`src/rtl/lagarto_l15_req_buffer_if.sv`:
```
// Purpose: bundles the core-side and L1.5-side request signals of the L1.5 request buffer.
// Ports (signals):
//   flush_i, req_val_i, req_data_i  - core side: flush and request valid/payload
//   req_rdy_o                       - buffer can accept a request this cycle
//   l15_val_o, l15_data_o           - request presented to L1.5 (head entry)
//   l15_header_ack_i                - L1.5 accepted the presented request
//   occupancy_o, overflow_o         - debug/PMU: entries held, sticky dropped-push flag
// Modports: slave = the buffer, master = the environment driving it.
interface lagarto_l15_req_buffer_if #(
  parameter int unsigned DATA_W = 192,
  parameter int unsigned DEPTH  = 4
);
  localparam int unsigned CNT_W = $clog2(DEPTH + 1);

  logic              flush_i;
  logic              req_val_i;
  logic [DATA_W-1:0] req_data_i;
  logic              req_rdy_o;
  logic              l15_val_o;
  logic [DATA_W-1:0] l15_data_o;
  logic              l15_header_ack_i;
  logic [CNT_W-1:0]  occupancy_o;
  logic              overflow_o;

  modport slave (
    input  flush_i, req_val_i, req_data_i, l15_header_ack_i,
    output req_rdy_o, l15_val_o, l15_data_o, occupancy_o, overflow_o
  );

  modport master (
    output flush_i, req_val_i, req_data_i, l15_header_ack_i,
    input  req_rdy_o, l15_val_o, l15_data_o, occupancy_o, overflow_o
  );
endinterface

```
`src/rtl/lagarto_l15_req_buffer.sv`:
```
// Purpose: in-order request queue between the Lagarto core request stream and the OpenPiton
//   L1.5. Core side is valid/ready, L1.5 side is val/header_ack. Once val is raised towards
//   L1.5 it is never retracted, so a flush keeps an already presented head entry.
// Ports:
//   clk_i   - core clock
//   rst_ni  - asynchronous active-low reset
//   bus     - lagarto_l15_req_buffer_if.slave (see interface file for the signal list)
// Configuration:
//   LAGARTO_L15_BUF_BYPASS_EN - when defined, a request arriving at an empty queue is forwarded
//   combinationally to L1.5 in the same cycle. Undefined (default): push-to-val is 1 cycle.
module lagarto_l15_req_buffer #(
  parameter int unsigned DATA_W = 192,
  parameter int unsigned DEPTH  = 4
) (
  input logic                       clk_i,
  input logic                       rst_ni,
  lagarto_l15_req_buffer_if.slave   bus
);
  localparam int unsigned PTR_W = $clog2(DEPTH);
  localparam int unsigned CNT_W = $clog2(DEPTH + 1);

  logic [DATA_W-1:0] r_mem [DEPTH];
  logic [PTR_W-1:0]  r_rd_ptr, w_rd_ptr_nxt;
  logic [PTR_W-1:0]  r_wr_ptr, w_wr_ptr_nxt;
  logic [CNT_W-1:0]  r_count, w_count_nxt;
  logic              r_overflow;

  logic w_empty, w_full, w_bypass, w_push, w_pop;

  assign w_empty = (r_count == '0);
  assign w_full  = (r_count == CNT_W'(DEPTH));

`ifdef LAGARTO_L15_BUF_BYPASS_EN
  // Forward straight through when nothing is queued; a flush suppresses the forward.
  assign w_bypass       = w_empty & bus.req_val_i & ~bus.flush_i;
  assign bus.l15_data_o = w_empty ? bus.req_data_i : r_mem[r_rd_ptr];
`else
  assign w_bypass       = 1'b0;
  assign bus.l15_data_o = r_mem[r_rd_ptr];
`endif

  assign bus.req_rdy_o   = ~w_full;
  assign bus.l15_val_o   = ~w_empty | w_bypass;
  assign bus.occupancy_o = r_count;
  assign bus.overflow_o  = r_overflow;

  // Pop only ever retires a stored entry; a bypassed request acked in the same cycle is
  // simply never written.
  assign w_pop  = ~w_empty & bus.l15_header_ack_i;
  assign w_push = bus.req_val_i & ~w_full & ~bus.flush_i & ~(w_bypass & bus.l15_header_ack_i);

  always_comb begin
    w_rd_ptr_nxt = r_rd_ptr + PTR_W'(w_pop);
    w_count_nxt  = r_count;
    w_wr_ptr_nxt = r_wr_ptr;
    if (bus.flush_i) begin
      // Keep only a head that stays presented; rebuild wr_ptr right behind it.
      w_count_nxt  = (~w_empty & ~w_pop) ? CNT_W'(1) : '0;
      w_wr_ptr_nxt = w_rd_ptr_nxt + PTR_W'(w_count_nxt);
    end else begin
      w_count_nxt  = r_count + CNT_W'(w_push) - CNT_W'(w_pop);
      w_wr_ptr_nxt = r_wr_ptr + PTR_W'(w_push);
    end
  end

  always_ff @(posedge clk_i or negedge rst_ni) begin
    if (!rst_ni) begin
      r_rd_ptr   <= '0;
      r_wr_ptr   <= '0;
      r_count    <= '0;
      r_overflow <= 1'b0;
    end else begin
      r_rd_ptr <= w_rd_ptr_nxt;
      r_wr_ptr <= w_wr_ptr_nxt;
      r_count  <= w_count_nxt;
      if (bus.req_val_i & w_full) r_overflow <= 1'b1;
    end
  end

  // Storage is intentionally not reset.
  always_ff @(posedge clk_i) begin
    if (w_push) r_mem[r_wr_ptr] <= bus.req_data_i;
  end
endmodule

```
`src/flat_wrapper.sv`:
```
// flat-port wrapper written by rule: the top's interface ports become plain ports
module lagarto_l15_req_buffer_flat 
#(
  parameter int unsigned DATA_W = 192,
  parameter int unsigned DEPTH  = 4
)
  (clk_i, rst_ni, bus_flush_i, bus_req_val_i, bus_req_data_i, bus_l15_header_ack_i, bus_req_rdy_o, bus_l15_val_o, bus_l15_data_o, bus_occupancy_o, bus_overflow_o);
  lagarto_l15_req_buffer_if #(.DATA_W(DATA_W), .DEPTH(DEPTH)) bus_i ();
  input logic clk_i;
  input logic rst_ni;
  input wire logic [$bits(bus_i.flush_i)-1:0] bus_flush_i;
  input wire logic [$bits(bus_i.req_val_i)-1:0] bus_req_val_i;
  input wire logic [$bits(bus_i.req_data_i)-1:0] bus_req_data_i;
  input wire logic [$bits(bus_i.l15_header_ack_i)-1:0] bus_l15_header_ack_i;
  output wire logic [$bits(bus_i.req_rdy_o)-1:0] bus_req_rdy_o;
  output wire logic [$bits(bus_i.l15_val_o)-1:0] bus_l15_val_o;
  output wire logic [$bits(bus_i.l15_data_o)-1:0] bus_l15_data_o;
  output wire logic [$bits(bus_i.occupancy_o)-1:0] bus_occupancy_o;
  output wire logic [$bits(bus_i.overflow_o)-1:0] bus_overflow_o;
  assign bus_i.flush_i = bus_flush_i;
  assign bus_i.req_val_i = bus_req_val_i;
  assign bus_i.req_data_i = bus_req_data_i;
  assign bus_i.l15_header_ack_i = bus_l15_header_ack_i;
  assign bus_req_rdy_o = bus_i.req_rdy_o;
  assign bus_l15_val_o = bus_i.l15_val_o;
  assign bus_l15_data_o = bus_i.l15_data_o;
  assign bus_occupancy_o = bus_i.occupancy_o;
  assign bus_overflow_o = bus_i.overflow_o;
  lagarto_l15_req_buffer #(.DATA_W(DATA_W), .DEPTH(DEPTH)) u_core (.clk_i(clk_i), .rst_ni(rst_ni), .bus(bus_i));
endmodule
```
`config.mk`:
```
export PLATFORM = sky130hd
export DESIGN_NAME = lagarto_l15_req_buffer_flat
export DESIGN_NICKNAME = d
export VERILOG_FILES = /design/src/rtl/lagarto_l15_req_buffer_if.sv /design/src/rtl/lagarto_l15_req_buffer.sv /design/src/flat_wrapper.sv
export SDC_FILE = /design/constraint.sdc
export NUM_CORES = 1
export LEC_CHECK = 0
export ABC_AREA = 0
export BUFFER_PORTS_ARGS = -buffer_cell sky130_fd_sc_hd__clkbuf_2
export CAP_MARGIN = 20
export CORE_ASPECT_RATIO = 0.8
export CORE_UTILIZATION = 43
export CTS_CLUSTER_SIZE = 25
export DETAILED_ROUTE_END_ITERATION = 8
export GPL_ROUTABILITY_DRIVEN = 0
export RECOVER_POWER = 25
export SKIP_CTS_REPAIR_TIMING = 1
export SYNTH_ARGS = -nofsm -noshare
export SYNTH_HDL_FRONTEND = slang
export SYNTH_SLANG_ARGS = --single-unit
```
`constraint.sdc`:
```
create_clock -name clk_i -period 35.5 [get_ports clk_i]
set_input_delay 7.1 -clock clk_i [delete_from_list [all_inputs] [get_ports clk_i]]
set_output_delay 7.1 -clock clk_i [all_outputs]
set_load 0.02 [all_outputs]
```
# [After elaboration in Yosys (flattened, before gate mapping)]
# Memory sizes are Yosys's and may differ from the RTL's.
# Cells that the tools add are included.
[word_totals] out_inout_bits=198 register_bits=8 ram_bits=768 in_bits=197 mem_count=1 word_cells=26
[mem_list] memory="u_core.r_mem" depth=4 word_bits=192 rd=1 rd_ports_with_merged_regs=0 write_ports=1 line="lagarto_l15_req_buffer.sv:22" rtl="logic [DATA_W-1:0] r_mem [DEPTH];"
[classes] reduce_logical=1 bitwise=9 n_eq_ne=1 muxes=5 addsub=5
[ops] operator="$and 1x1->1" count=5
[ops] operator="$add 2x1->2" count=2
[ops] operator="$not 1->1" count=4
[ops] operator="$add 3x1->3" count=1
[ops] operator="$eq 3x3->1 const B" count=1
[ops] operator="$logic_not 3->1" count=1
[ops] operator="$mux 1" count=3
[ops] operator="$mux 3" count=1
[ops] operator="$sub 3x1->3" count=1
[ops] operator="$add 2x2->2" count=1
[ops] operator="$mux 2" count=1

# [Depth between registers and ports, before layout]
# Gate-level depths: netlist of run 1.
[depth] word_depth=8 depth_mapped=9 depth_no_buf=9

# [Least setup slack after synthesis of run 1]
# OpenSTA, ideal clock, no wires.
[synth_timing] path_type="input -> register" start="input port bus_flush_i" end="memory u_core.r_mem[1][0] (enable)" stages=3 setup_time_ps=1280 slack_ps=7214 n_path_buf=1 required_ps=34220 t_arrival_ps=27006 cell_sequence="clkbuf_1 -> nand2b_1 -> nor4b_1"
[synth_via] elab_chain_len=4
[synth_rtl] element="start: declaration" line="flat_wrapper.sv:11" rtl="input wire logic [$bits(bus_i.flush_i)-1:0] bus_flush_i;"
[synth_rtl] element="$not 1->1" line="lagarto_l15_req_buffer.sv:50" rtl="assign w_push = bus.req_val_i & ~w_full & ~bus.flush_i & ~(w_bypass & bus.l15_header_ack_i);"
[synth_rtl] element="$and 1x1->1" line="lagarto_l15_req_buffer.sv:50"
[synth_rtl] element="$mux 1" line="lagarto_l15_req_buffer.sv:82" rtl="if (w_push) r_mem[r_wr_ptr] <= bus.req_data_i;"
[synth_rtl] element="$mux 1 (implied by the code)" line="lagarto_l15_req_buffer.sv:82"
[synth_rtl] element="end: declaration" line="lagarto_l15_req_buffer.sv:22"
# No other way between the ends.

# [Worst setup path in the final report of run 1]
[layout_timing] start="register u_core.r_rd_ptr[0]" end="output port bus_l15_data_o[102]"
[layout_via] elab_chain_len=1
[layout_rtl] element="start: declaration" line="lagarto_l15_req_buffer.sv:23" rtl="logic [PTR_W-1:0] r_rd_ptr, w_rd_ptr_nxt;"
[layout_rtl] element="start signal: assignment" line="lagarto_l15_req_buffer.sv:73" rtl="r_rd_ptr <= w_rd_ptr_nxt;"
[layout_rtl] element="$mem_v2 4x192"
[layout_rtl] element="end: declaration" line="flat_wrapper.sv:17" rtl="output wire logic [$bits(bus_i.l15_data_o)-1:0] bus_l15_data_o;"
# No other way between the ends.

==> impl_metrics.json, run 1 <==
{
  "pwr-share-clk_pct": 28.5,
  "grt_pass1_vias": 13300,
  "avgSynthCellArea_um2": 27.1,
  "path_class": "flip-flop to primary output",
  "synth_fp_nets": 1251,
  "netlist_instances": 1048,
  "clk_pin_slew_worst_paths_ns": 0.06,
  "tightest_slew_ns": 1.10,
  "first_iter_violations": 703,
  "grt_pass1_wl_mm": 83.5,
  "io_pins": 395,
  "drt-wirelength-per-cell_um": 23.2,
  "sw_frac_of_total_pct": 31.0,
  "placed_cells": 2269,
  "yosys_warnings": 0,
  "synthArstFlopShare_pct": 1.03,
  "cp.arrival_ns": 4.15,
  "multi_input_area_um2": 4610,
  "antenna_found_initial": 7,
  "layout-drive-gt1-share_pct": 38.5,
  "total_power_mw": 2.71,
  "p_int_mw": 1.87,
  "drcViolationCount": 0,
  "maxCapViolCount": 0,
  "synth_ff_type": "edfxtp_1",
  "clk_latency_ns": 0.61,
  "pwr-share-seq_pct": 42.9,
  "setup_viol": 0,
  "numCtsBuffers": 77,
  "hold_violations": 0,
  "status": "finished, final reports clean",
  "fin_crit_ns": 11.25,
  "ys_types": 26,
  "synth-adder-area-share_pct": 0.291,
  "fin_nets": 1702,
  "p_comb_share_pct": 28.6,
  "grtUsageTotal_pct": 16.7,
  "drtPass1Iterations": 7,
  "synth_top_area_share_pct": 81.2,
  "holdWs_ns": 0.468,
  "seqCellArea_um2": 23300,
  "drtAntennaViolNets": 0,
  "synthXorXnorAreaFrac_pct": 0.220,
  "rsz0062_at_grt": "no",
  "hp-class": "flip-flop to flip-flop",
  "drt-total-wl_mm": 55.8,
  "slew_headroom_pct": 26.6,
  "synth_common_cells": "edfxtp_1 (768), mux4_2 (192), buf_12 (20), buf_2 (20), dfrtp_1 (8)",
  "grt_max_degree": 70,
  "ys_ff_latch": 776,
  "cts.sinks": 776,
  "die_h_um": 232,
  "via_count": 12500,
  "clock.fmax_ghz": 0.0889,
  "num_rows": 83,
  "h-tree-depth": 3,
  "die_area_um2": 67100,
  "synth.most_common_cell": "edfxtp_1",
  "synth_top_cell_by_area": "edfxtp_1",
  "overflow": 0,
  "cts_tree": "done",
  "synth_compound_area_share_pct": 0.0485,
  "worst-path-max-fanout": 48,
  "clk_path_buf_depth": 3,
  "period_share_pct": 31.7,
  "slew_viol_final": 0,
  "synth_top_family_by_area": "multiplexers",
  "peakVddDrop_mv": 0.0599,
  "io_buffers": 394,
  "ys_seq_area_share_pct": 81.9,
  "fp.dieW_um": 289,
  "finalNonFillerCells": 2408,
  "finalClockSkew_ns": 0.0227,
  "required_ns": 28.40,
  "viasPerCell": 5.19,
  "areaGrowthSynthToFinish_pct": 17.5,
  "synthTopCellsByArea": "edfxtp_1 (81%), mux4_2 (15%), buf_12 (1.4%)",
  "yosys.area_share.simple_pct": 0.300,
  "power_leakage_nw": 11.0,
  "muxShareOfSynthArea_pct": 15.3,
  "n_fill_cell": 5125,
  "fin_setup_tns_ns": 0,
  "p_per_area_nw_per_um2": 81.2,
  "critPathLaunchType": "flip-flop",
  "critPathCaptureType": "primary output",
  "core_area_um2": 64700,
  "hpwl_mm": 33.5,
  "start_util_pct": 43.9,
  "syn_area_um2": 28400,
  "p_switching_uw": 839,
  "cts_root_buf": "clkbuf_16",
  "synth-edff-count": 768
}
==> placed cells by master, fill, tap and decap left out, drive strengths merged, types with 2 or more instances in the layout <==
cell type / instances
clkinv: 35
nor2: 4
nor2b: 2
clkinvlp: 2
nor4b: 2
inv: 9
nor3: 2
dfrtp: 8
buf: 23
clkbuf: 486
xnor3: 2
edfxtp: 768
nand2b: 2
bufinv: 5
ha: 5
mux4: 192
==> registers in the layout, summed over array words and instances, names as in the netlist <==
register	flops
u_core.r_mem	768
u_core.r_rd_ptr	2
u_core.bus.occupancy_o	3
u_core.r_wr_ptr	2
u_core.bus.overflow_o	1
==> per-stage QoR <==
stage               cell area [µm²]  util, %  setup WS (ns)
global placement              31100     48.1          24.69
CTS                           33500     51.8          24.01
detailed placement            31100     48.1          24.70
finish                        33400     51.6          24.25
global route                  33400     51.6          23.80
floorplan                     28400        -           7.21
==> cell families (layout without fill, tap and decap cells) <==
kind of cell / Yosys count / after routing
flip-flops: 776 / 776
multiplexers: 194 / 194
buffers and inverters: 51 / 560
AND/OR/NAND/NOR: 15 / 15
adder cells (fa/ha/maj): 6 / 6
XOR/XNOR: 4 / 4
AO/OA/AOI/OAI: 2 / 2
other: 0 / 1
==> final timing paths <==
kind	cells after the start	from	endpoint	slack, ns
max	4	u_core.r_rd_ptr[0]	bus_l15_data_o[102]	24.25
min	1	u_core.bus.overflow_o	u_core.bus.overflow_o	0.47
max reg2reg	5	u_core.bus.occupancy_o[2]	u_core.r_mem[1][131]	32.54
min reg2reg	1	u_core.bus.overflow_o	u_core.bus.overflow_o	0.47
max in group asynchronous	1	rst_ni	u_core.r_rd_ptr[1]	28.73
min in group asynchronous	1	rst_ni	u_core.bus.overflow_o	6.41
==> power by group through the flow <==
stage               logic [mW]  registers (mW)  clock network (mW)
detailed placement       0.798            1.18                   0
floorplan                0.610            1.21                   0
CTS                      0.800            1.16               0.793
finish                   0.775            1.16               0.773
global route             0.828            1.17               0.826
global placement         0.797            1.18                   0
==> critical path, cell delays in order, from the launching register on <==
cell	delay (ns)
dfrtp_4	0.89
buf_4	0.87
buf_4	0.88
mux4_2	0.63
clkbuf_2	0.17
==> metal layers <==
layer	wire length (µm)	track usage (%)	up-vias	part of all wire [%]
met2	27200	26.5	321	49
met1	23300	22.5	6597	42
li1	-	-	5477	-
met5	80	0	-	0.14
met3	3940	5.35	97	7.1
met4	1190	4.23	12	2.1
==> final cells by class <==
cell class	count	area share, %
diodes	1	0.00750
multi-input cells	221	13.8
repair buffers	417	5.97
clock buffers	92	6.01
well taps	850	3.19
clock inverters	45	1.21
flip-flops and latches	776	69.7
inverters	6	0.0675
(Power assumes the default switching activity.)
==> run 2, diff against run 1 <==
--- a/config.mk
+++ b/config.mk
@@ -5,7 +5,7 @@
 export SDC_FILE = /design/constraint.sdc
 export NUM_CORES = 1
 export LEC_CHECK = 0
-export ABC_AREA = 0
+export ABC_AREA = 1
 export BUFFER_PORTS_ARGS = -buffer_cell sky130_fd_sc_hd__clkbuf_2
 export CAP_MARGIN = 20
 export CORE_ASPECT_RATIO = 0.8
==> constraint.sdc (replaced) <==
create_clock -name clk_i -period 10.2 [get_ports clk_i]
set_input_delay 2.04 -clock clk_i [delete_from_list [all_inputs] [get_ports clk_i]]
set_output_delay 2.04 -clock clk_i [all_outputs]
set_load 0.02 [all_outputs]
==> impl_metrics.json, run 2 <==
{
  "p_per_area_nw_per_um2": 304,
  "largest_register_ffs": 768,
  "viasPerCell": 5.07,
  "layout-drive-gt1-share_pct": 16.6,
  "synthArstFlopShare_pct": 1.03,
  "synth_top_family_by_area": "compound AO/OA/AOI/OAI gates",
  "cts.sinks": 776,
  "synth_top_area_share_pct": 78.5,
  "yosys.area_share.simple_pct": 7.80,
  "hold_violations": 0,
  "synth.most_common_cell": "edfxtp_1",
  "setup_viol": 0,
  "overflow": 0,
  "placed_area_um2": 32000,
  "via_count": 17600,
  "clk_pin_slew_worst_paths_ns": 0.06,
  "power_leakage_nw": 11.8,
  "clock.fmax_ghz": 0.163,
  "synth_ff_type": "edfxtp_1",
  "total_power_mw": 10.5,
  "placed_cells": 3316,
  "finalNonFillerCells": 3465,
  "critPathCaptureType": "primary output",
  "cts_root_buf": "clkbuf_16",
  "first_iter_violations": 1169,
  "synth_common_cells": "edfxtp_1 (768), nor2_1 (580), o21ai_1 (359)",
  "hpwl_mm": 35.9,
  "grt_max_degree": 210,
  "cp.arrival_ns": 4.09,
  "grt_pass1_vias": 16800,
  "grtUsageTotal_pct": 18.4,
  "fin_area_um2": 34600,
  "synth-adder-area-share_pct": 0.281,
  "top_register": "u_core.r_mem",
  "syn_area_um2": 29400,
  "drcViolationCount": 0,
  "slew_viol_final": 0,
  "tightest_slew_ns": 1.06,
  "synth_fp_nets": 2317,
  "fp.dieW_um": 294,
  "fin_util_pct": 51.3,
  "maxCapViolCount": 0,
  "period_share_pct": 60.1,
  "path_class": "flip-flop to primary output",
  "synth_compound_area_share_pct": 9.93,
  "critPathLaunchType": "flip-flop",
  "areaGrowthSynthToFinish_pct": 17.6,
  "ys_seq_area_share_pct": 79.2,
  "rsz0062_at_grt": "no",
  "netlist_instances": 2114,
  "synth-edff-count": 768,
  "required_ns": 8.16,
  "cts_tree": "done",
  "h-tree-depth": 3,
  "start_util_pct": 43.6,
  "grt_pass1_wl_mm": 98.2,
  "clk_path_buf_depth": 3,
  "slew_headroom_pct": 29.2,
  "drt-wirelength-per-cell_um": 18.7,
  "io_buffers": 394,
  "hp-class": "flip-flop to flip-flop",
  "fin_crit_ns": 6.13,
  "status": "finished, final reports clean",
  "muxShareOfSynthArea_pct": 0,
  "drtPass1Iterations": 5,
  "numCtsBuffers": 78,
  "drt-total-wl_mm": 64.8,
  "final_cell_mix": "edfxtp_1 (768), nor2_1 (576), o21ai_1 (359)",
  "yosys_warnings": 0,
  "n_fill_cell": 5768,
  "peakVddDrop_mv": 0.190,
  "die_h_um": 236,
  "multi_input_area_um2": 5330,
  "die_area_um2": 69400,
  "fin_nets": 2686,
  "synthXorXnorAreaFrac_pct": 0.0298,
  "synthTopCellsByArea": "edfxtp_1 (78%), nor2_1 (7.4%), o21ai_1 (6.1%)",
  "worst-path-max-fanout": 209,
  "ys_ff_latch": 776,
  "core_area_um2": 67400,
  "io_pins": 395,
  "antenna_found_initial": 9,
  "finalClockSkew_ns": 0.0352,
  "ys_types": 23,
  "num_rows": 85,
  "seqCellArea_um2": 23300,
  "synth_top_cell_by_area": "edfxtp_1",
  "layout_commonest_cell": "edfxtp_1",
  "drtAntennaViolNets": 0,
  "avgSynthCellArea_um2": 13.9,
  "clk_latency_ns": 0.61
}
## run 2: changes by cell type in the layout (fill, tap and decap cells not counted), sizes merged, moves of 5 or more
cell      before  now
bufinv         5   14
clkinvlp       2    7
inv            9   15
mux4         192    0
nand2          1   19
nand3          0    7
nor2           4  580
o21ai          0  576
## run 2: through the flow
| stage | hold slack [ns] | TNS [ns] | setup slack, ns |
|---|---|---|---|
| after floorplan | 0.528 | -645.52 | -0.841 |
| after global placement | 0.468 | 0 | 4.73 |
| after detailed placement | 0.465 | 0 | 4.69 |
| after CTS | 0.483 | 0 | 4.01 |
| after global routing | 0.514 | 0 | 3.73 |
| final | 0.481 | 0 | 4.07 |
## run 2: worst paths after layout
kind,start,to,slack [ns],cells after the start
worst min-delay path,u_core.bus.overflow_o,u_core.bus.overflow_o,0.48,1
worst max register to register,u_core.bus.occupancy_o[1],u_core.r_mem[2][49],6.46,6
worst max-delay path,u_core.r_rd_ptr[0],bus_l15_data_o[4],4.07,5
worst min register to register,u_core.bus.overflow_o,u_core.bus.overflow_o,0.48,1
max in group asynchronous,rst_ni,u_core.r_rd_ptr[0],8.46,1
min in group asynchronous,rst_ni,u_core.bus.occupancy_o[0],1.36,1
## run 2: cell type report
class / instances / area share [%]
diodes: 4 / 0.0290
clock buffers: 92 / 5.98
well taps: 913 / 3.31
flip-flops and latches: 776 / 67.3
multi-input cells: 1196 / 15.4
clock inverters: 53 / 1.90
repair buffers: 416 / 5.82
inverters: 15 / 0.221
## run 2: worst max-delay path, cell delays in order (launching register included)
cell	delay [ns]
dfrtp_4	0.97
clkinv_8	0.83
buf_4	0.71
o21ai_0	0.48
o21ai_1	0.12
clkbuf_2	0.17
## run 2: cells by family (layout without fill, tap and decap cells)
| group | Yosys count | after routing |
|---|---|---|
| compound gates | 582 | 582 |
| xor+xnor | 1 | 1 |
| fa+ha+maj | 6 | 6 |
| buf+inv | 142 | 576 |
| flops | 776 | 776 |
| other cells | 0 | 4 |
| simple gates | 607 | 607 |
## run 2: report_power, final
part           switching [mW]  total [mW]  internal (mW)
logic                    2.55        3.52          0.969
clock network            1.19        3.00           1.81
registers               0.122        3.99           3.87
total                    3.86        10.5           6.65
## run 2: per-layer routing
metal  global-route usage (%)  part of all wire, %
met2                     29.4                   48
met4                     6.01                  2.4
met3                     4.16                  5.6
met1                     24.9                   44
met5                        0                 0.12
==> run 3, diff against run 2 <==
==> constraint.sdc (replaced) <==
create_clock -name clk_i -period 5.8 [get_ports clk_i]
set_input_delay 1.16 -clock clk_i [delete_from_list [all_inputs] [get_ports clk_i]]
set_output_delay 1.16 -clock clk_i [all_outputs]
set_load 0.02 [all_outputs]
==> impl_metrics.json, run 3 (same netlist as run 2, synthesis figures left out) <==
{
  "hp-class": "primary input to asynchronous set/reset pin",
  "first_iter_violations": 1269,
  "dr_wl_met3_mm": 3.77,
  "overflow": 0,
  "h-tree-depth": 3,
  "required_ns": 4.64,
  "slew_viol_final": 0,
  "sw_frac_of_total_pct": 37.6,
  "areaGrowthSynthToFinish_pct": 17.1,
  "p_switching_mw": 6.75,
  "antenna_found_initial": 11,
  "drt-wirelength-per-cell_um": 18.4,
  "cp.arrival_ns": 3.47,
  "clk_latency_ns": 0.61,
  "slew_headroom_pct": 37.5,
  "finalClockSkew_ns": 0.0178,
  "cts.sinks": 776,
  "status": "finished, final reports clean",
  "viasPerCell": 5.06,
  "setup_viol": 0,
  "fin_crit_ns": 4.63,
  "placed_cells": 3330,
  "pwr-share-clk_pct": 26.0,
  "p_per_area_nw_per_um2": 521,
  "clk_path_buf_depth": 3,
  "largest_register_ffs": 768,
  "critPathLaunchType": "flip-flop",
  "fin_setup_tns_ns": 0,
  "grt_max_degree": 195,
  "finalNonFillerCells": 3470,
  "drtPass1Iterations": 5,
  "grtUsageTotal_pct": 18.2,
  "top_register": "u_core.r_mem",
  "p_comb_share_pct": 35.1,
  "total_power_mw": 17.9,
  "drt-total-wl_mm": 63.8,
  "met1_length_mm": 27.9,
  "die_h_um": 236,
  "core_area_um2": 67400,
  "worst-path-max-fanout": 64,
  "top_layer_used": "met5",
  "period_share_pct": 79.8,
  "drcViolationCount": 0,
  "io_buffers": 394,
  "via_count": 17600,
  "numCtsBuffers": 76,
  "hpwl_mm": 37.1,
  "peakVddDrop_mv": 0.426,
  "drtAntennaViolNets": 0,
  "io_pins": 395,
  "layout_commonest_cell": "edfxtp_1",
  "die_area_um2": 69400,
  "holdWs_ns": 0.477,
  "pwr-share-seq_pct": 38.8,
  "clock.fmax_ghz": 0.216,
  "layout-drive-gt1-share_pct": 16.4,
  "tightest_slew_ns": 0.937,
  "num_rows": 85,
  "p_int_mw": 11.2,
  "hold_violations": 0,
  "critPathCaptureType": "primary output",
  "n_fill_cell": 5759,
  "power_leakage_nw": 11.7,
  "fp.dieW_um": 294,
  "cts_tree": "done",
  "grt_pass1_vias": 16600,
  "clk_pin_slew_worst_paths_ns": 0.06,
  "fin_util_pct": 51.0,
  "path_class": "flip-flop to primary output",
  "maxCapViolCount": 0,
  "rsz0062_at_grt": "no",
  "final_cell_mix": "edfxtp_1 (768), nor2_1 (576), o21ai_1 (359)",
  "cts_root_buf": "clkbuf_16",
  "fin_nets": 2698,
  "met2WireLength_mm": 30.7,
  "grt_pass1_wl_mm": 97.0,
  "start_util_pct": 43.6
}
[run 3: cell count changes in the layout (fill, tap and decap cells not counted), moves of 2 or more]
cell / change
bufinv_16: -10
clkinv_1: +9
diode_2: -2
buf_4: +6
clkinvlp_4: -3
clkinv_4: -4
clkbuf_16: -4
buf_12: +8
inv_16: +2
[run 3: final timing paths]
check,cells after the start,end,slack (ns),from
min in group clk_i,1,u_core.bus.overflow_o,0.48,u_core.bus.overflow_o
setup / recovery,7,bus_l15_data_o[6],1.17,u_core.r_rd_ptr[0]
hold / removal,1,u_core.bus.overflow_o,0.48,rst_ni
hold reg to reg,1,u_core.bus.overflow_o,0.48,u_core.bus.overflow_o
max in group asynchronous,1,u_core.r_rd_ptr[0],4.96,rst_ni
setup reg to reg,5,u_core.r_mem[1][133],3.03,u_core.bus.occupancy_o[1]
[run 3: power by group through the flow]
stage	sequential [mW]	clock (mW)	combinational, mW
2_1_floorplan	7.13	0	4.42
3_3_place_gp	7.07	0	6.34
3_5_place_dp	7.09	0	6.42
4_1_cts	6.97	4.80	6.44
5_1_grt	7.01	5.01	6.92
6_report	6.97	4.67	6.30
[run 3: final cells by class]
type	instances	area (µm²)	share of cell area, %
timing repair buffer	430	2220	6.44
inverter	15	76.3	0.222
multi-input combinational	1196	5330	15.5
tap	913	1140	3.32
clock buffer	90	1990	5.77
sequential	776	23300	67.6
clock inverter	48	394	1.15
antenna	2	5.00	0.0145
[run 3: worst max-delay path, stage by stage, from the launching register on]
cell and delay [ns]:
dfrtp_4 0.75, buf_4 0.64, buf_4 0.66, nor2_1 0.11
nor2_1 0.10, o21ai_0 0.10, o21ai_1 0.13, clkbuf_2 0.21
[run 3: metal layers]
metal  global-route usage [%]  up-vias
li1                         -     8469
met1                     25.3     8548
met2                     28.5      416
met3                     4.31      103
met4                     5.29       20
met5                        0        -
[run 3: metrics by stage]
stage / setup WS (ns) / area [µm²]
4_1_cts: 1.13 / 34600
6_report: 1.17 / 34400
2_1_floorplan: -1.17 / 29400
3_5_place_dp: 1.81 / 32200
5_1_grt: 0.856 / 34400
3_3_place_gp: 1.88 / 32200
